`config.mk`:
```
export PLATFORM = sky130hd
export DESIGN_NAME = cmd_comm
export DESIGN_NICKNAME = d
export VERILOG_FILES = /design/src/rtl/cmd_comm_pkg.sv /design/src/rtl/resp_tx_ctrl.sv /design/src/rtl/cmd_comm.sv
export SDC_FILE = /design/constraint.sdc
export NUM_CORES = 1
export LEC_CHECK = 0
export CAP_MARGIN = 20
export CORE_AREA = 2 2 113 115
export CTS_BUF_LIST = sky130_fd_sc_hd__clkbuf_16
export CTS_CLUSTER_SIZE = 30
export DETAILED_ROUTE_END_ITERATION = 12
export DIE_AREA = 0 0 115 117
export MAX_ROUTING_LAYER = met4
export PLACE_DENSITY = 0.56
export SETUP_SLACK_MARGIN = 0.2
export SYNTH_ARGS = -nofsm -noshare
export SYNTH_HDL_FRONTEND = slang
export SYNTH_HIERARCHICAL = 1
export SYNTH_SLANG_ARGS = --single-unit
```
`constraint.sdc`:
```
create_clock -name clk -period 3.45 [get_ports clk]
set_input_delay 0.5175 -clock clk [delete_from_list [all_inputs] [get_ports clk]]
set_output_delay 0.5175 -clock clk [all_outputs]
set_load 0.01 [all_outputs]
```
`src/rtl/cmd_comm_pkg.sv`:
```
`default_nettype none
// ============================================================================
// Module : cmd_comm_pkg
// Brief  : Shared types and constants for the host command link.
// Rev    : 1.0  initial release
// ============================================================================
package cmd_comm_pkg;

  // Receive path: number of command bytes held so far, READY = full command
  typedef enum logic [1:0] {
    IDLE  = 2'd0,
    GOT1  = 2'd1,
    GOT2  = 2'd2,
    READY = 2'd3
  } rx_state_e;

  // Response path: one byte in flight at a time
  typedef enum logic [1:0] {
    R_IDLE = 2'd0,
    R_SEND = 2'd1,
    R_WAIT = 2'd2,
    R_DONE = 2'd3
  } resp_state_e;

  // 20 ms at 50 MHz
  localparam int unsigned TIMEOUT_CYC_DEFAULT = 1_000_000;

  // Width of the inter-byte idle counter
  localparam int IDLE_CNT_W = 24;

  // Byte lanes of the 24-bit command, first received byte is the MSB lane
  localparam int BYTE_HI  = 2;
  localparam int BYTE_MID = 1;
  localparam int BYTE_LO  = 0;

endpackage : cmd_comm_pkg
`default_nettype wire

```
`src/rtl/resp_tx_ctrl.sv`:
```
`default_nettype none
// ============================================================================
// Module : resp_tx_ctrl
// Brief  : Hands one response byte to the UART transmitter and reports
//          completion. Requests arriving while busy are dropped.
// Rev    : 1.0  initial release
// ============================================================================
module resp_tx_ctrl
  import cmd_comm_pkg::*;
(
  input  logic       clk,
  input  logic       rst_n,
  input  logic [7:0] resp_data,
  input  logic       send_resp,
  input  logic       tx_done,
  output logic [7:0] tx_data,
  output logic       trmt,
  output logic       resp_sent,
  output logic       tx_busy
);

  resp_state_e state_q;
  logic [7:0]  tx_data_q;
  logic        trmt_q;
  logic        resp_sent_q;
  logic        tx_busy_q;

  // Response FSM; busy spans the trmt cycle through the resp_sent cycle
  always_ff @(posedge clk or negedge rst_n) begin
    if (!rst_n) begin
      state_q     <= R_IDLE;
      tx_data_q   <= 8'h00;
      trmt_q      <= 1'b0;
      resp_sent_q <= 1'b0;
      tx_busy_q   <= 1'b0;
    end else begin
      case (state_q)
        R_IDLE: begin
          if (send_resp) begin
            tx_data_q <= resp_data;
            trmt_q    <= 1'b1;
            tx_busy_q <= 1'b1;
            state_q   <= R_SEND;
          end
        end
        R_SEND: begin
          trmt_q  <= 1'b0;
          state_q <= R_WAIT;
        end
        R_WAIT: begin
          if (tx_done) begin
            resp_sent_q <= 1'b1;
            state_q     <= R_DONE;
          end
        end
        R_DONE: begin
          resp_sent_q <= 1'b0;
          tx_busy_q   <= 1'b0;
          state_q     <= R_IDLE;
        end
        default: begin
          trmt_q      <= 1'b0;
          resp_sent_q <= 1'b0;
          tx_busy_q   <= 1'b0;
          state_q     <= R_IDLE;
        end
      endcase
    end
  end

  assign tx_data   = tx_data_q;
  assign trmt      = trmt_q;
  assign resp_sent = resp_sent_q;
  assign tx_busy   = tx_busy_q;

endmodule : resp_tx_ctrl
`default_nettype wire

```
`src/rtl/cmd_comm.sv`:
```
`default_nettype none
// ============================================================================
// Module : cmd_comm
// Brief  : Assembles 3-byte host commands from a UART receiver (MSB first,
//          with inter-byte timeout) and forwards response bytes to the
//          UART transmitter.
// Rev    : 1.0  initial release
// ============================================================================
module cmd_comm
  import cmd_comm_pkg::*;
#(
  parameter int unsigned TIMEOUT_CYC = TIMEOUT_CYC_DEFAULT
) (
  input  logic        clk,
  input  logic        rst_n,
  input  logic        rx_rdy,
  input  logic [7:0]  rx_data,
  output logic        clr_rx_rdy,
  output logic [23:0] cmd,
  output logic        cmd_rdy,
  input  logic        clr_cmd_rdy,
  input  logic [7:0]  resp_data,
  input  logic        send_resp,
  output logic        resp_sent,
  output logic        trmt,
  output logic [7:0]  tx_data,
  input  logic        tx_done,
  output logic        tx_busy
);

  localparam logic [IDLE_CNT_W-1:0] TIMEOUT_LAST = IDLE_CNT_W'(TIMEOUT_CYC - 1);

  rx_state_e             state_q;
  logic [23:0]           cmd_q;
  logic                  clr_rx_rdy_q;
  logic [IDLE_CNT_W-1:0] idle_cnt_q;
  logic                  capture;

  // A byte is taken only while assembling and not in the cycle its clear pulses
  assign capture = rx_rdy && !clr_rx_rdy_q && (state_q != READY);

  // Receive FSM with idle counter; a capture beats a timeout in the same cycle
  always_ff @(posedge clk or negedge rst_n) begin
    if (!rst_n) begin
      state_q      <= IDLE;
      cmd_q        <= 24'h000000;
      clr_rx_rdy_q <= 1'b0;
      idle_cnt_q   <= '0;
    end else begin
      clr_rx_rdy_q <= 1'b0;
      case (state_q)
        IDLE, GOT1, GOT2: begin
          if (capture) begin
            clr_rx_rdy_q <= 1'b1;
            idle_cnt_q   <= '0;
            case (state_q)
              IDLE: begin
                cmd_q[BYTE_HI*8 +: 8] <= rx_data;
                state_q               <= GOT1;
              end
              GOT1: begin
                cmd_q[BYTE_MID*8 +: 8] <= rx_data;
                state_q                <= GOT2;
              end
              default: begin
                cmd_q[BYTE_LO*8 +: 8] <= rx_data;
                state_q               <= READY;
              end
            endcase
          end else if (state_q != IDLE) begin
            if (idle_cnt_q == TIMEOUT_LAST) begin
              idle_cnt_q <= '0;
              state_q    <= IDLE;
            end else begin
              idle_cnt_q <= idle_cnt_q + 1'b1;
            end
          end
        end
        READY: begin
          idle_cnt_q <= '0;
          if (clr_cmd_rdy) begin
            state_q <= IDLE;
          end
        end
        default: begin
          idle_cnt_q <= '0;
          state_q    <= IDLE;
        end
      endcase
    end
  end

  assign cmd        = cmd_q;
  assign cmd_rdy    = (state_q == READY);
  assign clr_rx_rdy = clr_rx_rdy_q;

  resp_tx_ctrl u_resp_tx_ctrl (
    .clk       (clk),
    .rst_n     (rst_n),
    .resp_data (resp_data),
    .send_resp (send_resp),
    .tx_done   (tx_done),
    .tx_data   (tx_data),
    .trmt      (trmt),
    .resp_sent (resp_sent),
    .tx_busy   (tx_busy)
  );

endmodule : cmd_comm
`default_nettype wire

```
## Word-level counts from Yosys, hierarchy flattened

Cells that the tools add are included.
Widths: inputs -> output; s select.

- Register bits after elaboration: 64
- Bits of input ports: 22
- Output and inout bits: 37
- Word-level logic and storage cells: 66

- Add/subtract/negate cells: 1
- Equal/unequal tests: 13
- Mux-type cells: 20
- Bitwise operators: 1
- Reductions and logical operators: 20

Operator list:

| operator | count |
|---|---|
| $mux 24 | 3 |
| $pmux 24 s2 | 1 |
| $add 24x1->24 const B | 1 |
| $eq 24x20->1 const B | 1 |
| $mux 2 | 6 |
| $reduce_and 3->1 | 4 |
| $reduce_and 2->1 | 5 |
| $eq 2x2->1 const B | 4 |
| $pmux 2 s2 | 2 |
| $pmux 2 s4 | 1 |
| $reduce_bool 2->1 | 4 |
| $ne 2x2->1 const B | 3 |
| $ne 3x3->1 const B | 2 |
| $pmux 1 s2 | 3 |
| $eq 2x1->1 const B | 2 |
| $logic_not 2->1 | 2 |
| $mux 1 | 4 |
| $reduce_or 3->1 | 1 |
| $logic_and 1x1->1 | 2 |
| $ne 2x1->1 const B | 1 |
| $reduce_or 2->1 | 1 |
| $logic_not 1->1 | 1 |
| $not 1->1 | 1 |

## Longest topological paths before layout

- Word-level depth: 5
- Gate-level depth with buffers: 8
- Mapped depth without buffers: 6

## Modules after synthesis

Netlist, hierarchy kept.

By module, submodules not included:

| module | instances | cells an instance | area each (µm²) | sequential area each (µm²) |
|---|---|---|---|---|
| cmd_comm | 1 | 211 | 2402.3 | 1276.2 |
| resp_tx_ctrl | 1 | 42 | 573.0 | 325.3 |

## Least setup slack after synthesis

No wires, ideal clock.

- Path kind: flip-flop to flip-flop
- From: register idle_cnt_q[0]
- To: register idle_cnt_q[7]
- Setup time: 119 ps
- Data arrival time: 1723 ps
- Required time: 3331 ps
- Setup slack: 1608 ps
- Cell stages (with the launch flop): 9
- Path buffers: 2
- Clock period less this slack: 1842 ps
- Cells stage by stage: dfrtp_1 ha_1 and3_4 nand3_2 or3_1 buf_2 o21ai_4 buf_6 nor2_1

- Cells in the longest elaborated chain, start to end: 5
- Elaborated cells on any way between the ends: 6
- Those cells by class: 1 x add/sub; 1 x eq/ne; 4 x mux

Ends and longest elaborated chain:

| element | line | source |
|---|---|---|
| start: declaration | cmd_comm.sv:36 | `logic [IDLE_CNT_W-1:0] idle_cnt_q;` |
| start signal: assignment | cmd_comm.sv:75 | `idle_cnt_q <= idle_cnt_q + 1'b1;` |
| $add 24x1->24 / $eq 24x20->1 (equally long branches) | cmd_comm.sv:75, cmd_comm.sv:71 |  |
| $mux 24 (*) | cmd_comm.sv:71 | `if (idle_cnt_q == TIMEOUT_LAST) begin` |
| $mux 24 (*) | cmd_comm.sv:70 | `end else if (state_q != IDLE) begin` |
| $mux 24 (*) | cmd_comm.sv:53 | `if (capture) begin` |
| $pmux 24 s2 (*) | cmd_comm.sv:51 | `case (state_q)` |

Every way passes the cells marked *; elsewhere a longest branch is shown, timed or not. The select of a mux whose other input is x is not followed.
A chain may end at the register's enable or synchronous reset.

==> summary.md <==
| Metric | Value |
|---|---|
| Pleak | `0.00170 uW` |
| Fraction of layout cells with a size suffix above 1 | `19.4%` |
| Worst Path Required | `2.93 ns` |
| Layout Area Growth over Synthesis | `35.6%` |
| Total congestion overflow | `0` |
| Post-CTS sizing | `0` |
| Number of global-route vias before repair | `2279` |
| Crit path cell chain | `and2_0 -> clkdlybuf4s50_1` |
| Initial antenna violation count | `0` |
| Mean post-synth cell area | `11.8 um2` |
| Clock skew | `0.00520 ns` |
| First-pass GRT wire length | `11200 um` |
| Power per cell area | `855 nW/um2` |
| Post-DR wirelength/cell | `14.3 um` |
| Initial core utilization | `24.2%` |
| Core Area | `12300 um2` |
| CTS tree | `done` |
| Ys async rst share | `100%` |
| Antenna-violating nets left | `0` |
| Final Max Tran Viols | `0` |
| Die width | `115 um` |
| Clock Latency Late Sink | `0.34 ns` |
| Unrepaired setup endpoints after global routing | `false` |
| Io pins | `59` |
| Diodes inserted | `0` |
| Least-Margin Pin Slew | `0.832 ns` |
| Design Area, Final | `4030 um2` |
| VDD IR max | `308 uV` |
| Synthesized cell area | `2980 um2` |
| Crit share post-route | `67.9%` |
| Critical path buffers and inverters | `1` |
| Tmin final | `2.34 ns` |
| Final GP Congestion | `0.826` |
| Hold_buf cts | `0` |
| Slew Limit Headroom | `44.5%` |
| WL final | `6700 um` |
| Sequential share of the synthesized area | `53.8%` |
| CP Class | `flop to output pin` |
| Area leader, netlist | `dfrtp_1` |
| Fmax | `427 MHz` |
| Final Hold Fails | `0` |
| Post-DP Area | `3690 um2` |
| Worst setup EP type | `output pin` |
| Clock-pin slew on the worst setup and hold paths | `0.06 ns` |
| Post-synth EDFFs | `0` |
| Root buf cell | `clkbuf_16` |
| Top cell family by delay on the critical path | `buffers and inverters` |
| Die area | `13500 um2` |
| Setup bufs post-CTS | `0` |
| Fin cells | `469` |
| H-tree lvl count | `3` |
| Startpoint types | `flop` |
| Main area contributors after synthesis | `dfrtp_1 54%, mux2_2 12%, xor2_1 4.4%, nor2_1 3.0%, nand4_1 2.3%` |
| Outcome | `complete, no violations` |
| Worst hold path type | `primary input to asynchronous set/reset pin` |
| Slowest CP cell | `clkdlybuf4s50_1` |
| Cell variety after synth | `50` |
| Number of port buffers | `58` |
| Pin count of the biggest net entering global routing | `65` |
| Rows | `41` |
| CTS max path bufs | `2` |
| Gr usage total | `11.4%` |
| Setup TNS | `0 ns` |
| Net Count, Synth | `280` |
| Fillcell total | `1245` |
| CTS Buf Count | `9` |
| Router iterations before antenna repair | `4` |
| Placed insts | `453` |
| Crit path DAT | `1.82 ns` |
| Max cap viols | `0` |
| Detailed placer's ending HPWL | `4590 um` |
| Yosys warnings | `6` |
| Die height | `117 um` |
| Nets | `341` |
| Initial drt markers | `70` |
| Main synth FF type | `dfrtp_1` |
| Vias/cell | `4.59` |
| Cells after synthesis | `253` |
| Sink Count | `64` |
| Total number of vias | `2151` |
| Critical path peak fanout | `10` |
| Seq cells post-synth | `64` |
| Commonest non-fill, non-tap cell in the layout | `dfrtp_1` |
| Residual DRC count | `0` |
| Slowest Stage Delay on Critical Path | `0.60 ns` |
| Synth top area share | `53.8%` |
| # setup viols final | `0` |
| Most frequent cells in the layout | `64 x dfrtp_1, 57 x clkdlybuf4s50_1, 32 x mux2_2, 24 x nor2_1, 15 x xor2_1` |
[final cells by class]
| type | instances | area [um2] | area share, % |
|---|---|---|---|
| inverter | 5 | 18.8 | 0.465 |
| clock buffer | 9 | 225 | 5.58 |
| tap | 150 | 188 | 4.65 |
| sequential | 64 | 1600 | 39.7 |
| multi-input combinational | 175 | 1300 | 32.2 |
| clock inverter | 7 | 119 | 2.95 |
| timing repair buffer | 59 | 583 | 14.5 |
[final timing paths]
path	cells after the start	from	end	slack, ns
worst max-delay path	2	state_q[1]	cmd_rdy	1.11
worst min-delay path	2	rst_n	state_q[0]	0.37
worst max register to register	6	idle_cnt_q[0]	idle_cnt_q[21]	1.31
worst min register to register	2	u_resp_tx_ctrl/trmt	u_resp_tx_ctrl/trmt	0.50
max in group asynchronous	2	rst_n	idle_cnt_q[16]	2.54
min in group clk	2	u_resp_tx_ctrl/trmt	u_resp_tx_ctrl/trmt	0.50
[cell usage after synthesis (2+ instances only)]
cell type / n
dfrtp_1: 64
mux2_2: 32
nor2_1: 24
xor2_1: 15
nand2_1: 13
nand4_1: 11
nand3_1: 10
a21oi_1: 6
and4_1: 5
ha_1: 5
inv_1: 5
nor2b_1: 5
o21ai_0: 5
and3_1: 4
a21o_1: 3
buf_2: 3
clkbuf_1: 3
nand2b_1: 3
a2111oi_0: 2
buf_6: 2
nor3_1: 2
nor4_1: 2
o31ai_1: 2
[per-layer routing]
metal	vias to the layer above	global-route usage, %	routed length [um]
met3	11	4.79	354
met5	-	-	0
li1	1030	-	-
met4	0	4.90	135
met1	1066	13.4	3040
met2	44	17.1	3170
[state kept, by name, summed over array words and instances (netlist names)]
| register | cells |
|---|---|
| u_resp_tx_ctrl/resp_sent | 1 |
| u_resp_tx_ctrl/state_q | 2 |
| cmd | 24 |
| idle_cnt_q | 24 |
| u_resp_tx_ctrl/tx_data | 8 |
| clr_rx_rdy | 1 |
| u_resp_tx_ctrl/trmt | 1 |
| u_resp_tx_ctrl/tx_busy | 1 |
| state_q | 2 |
[power by group]
part / total [uW] / internal (uW) / switching (uW)
sequential: 1170 / 1010 / 168
clock: 1060 / 706 / 352
combinational: 1220 / 699 / 517
total: 3450 / 2410 / 1040
[cells by family (layout without fill, tap and decap cells)]
kind of cell / Yosys count / count (layout) / share of synthesized area, %
compound gates: 27 / 27 / 6.52
fa+ha+maj: 5 / 5 / 2.10
flops: 64 / 64 / 53.8
simple gates: 94 / 94 / 17.7
xor+xnor: 16 / 16 / 4.71
mux: 33 / 33 / 12.6
buf+inv: 14 / 80 / 2.52
[metrics by stage]
step           hold slack, ns  setup WS, ns  utilization [%]  power (uW)
6_report                0.368          1.11             32.8        3450
5_1_grt                 0.427          1.02             32.8        3670
4_1_cts                 0.396          1.11             32.8        3500
3_5_place_dp            0.495          1.06             30.0        2420
3_3_place_gp            0.491          1.12             30.0        2400
2_1_floorplan           0.222          1.61                -        1820
Note: power is estimated with default switching activity, not from simulation.
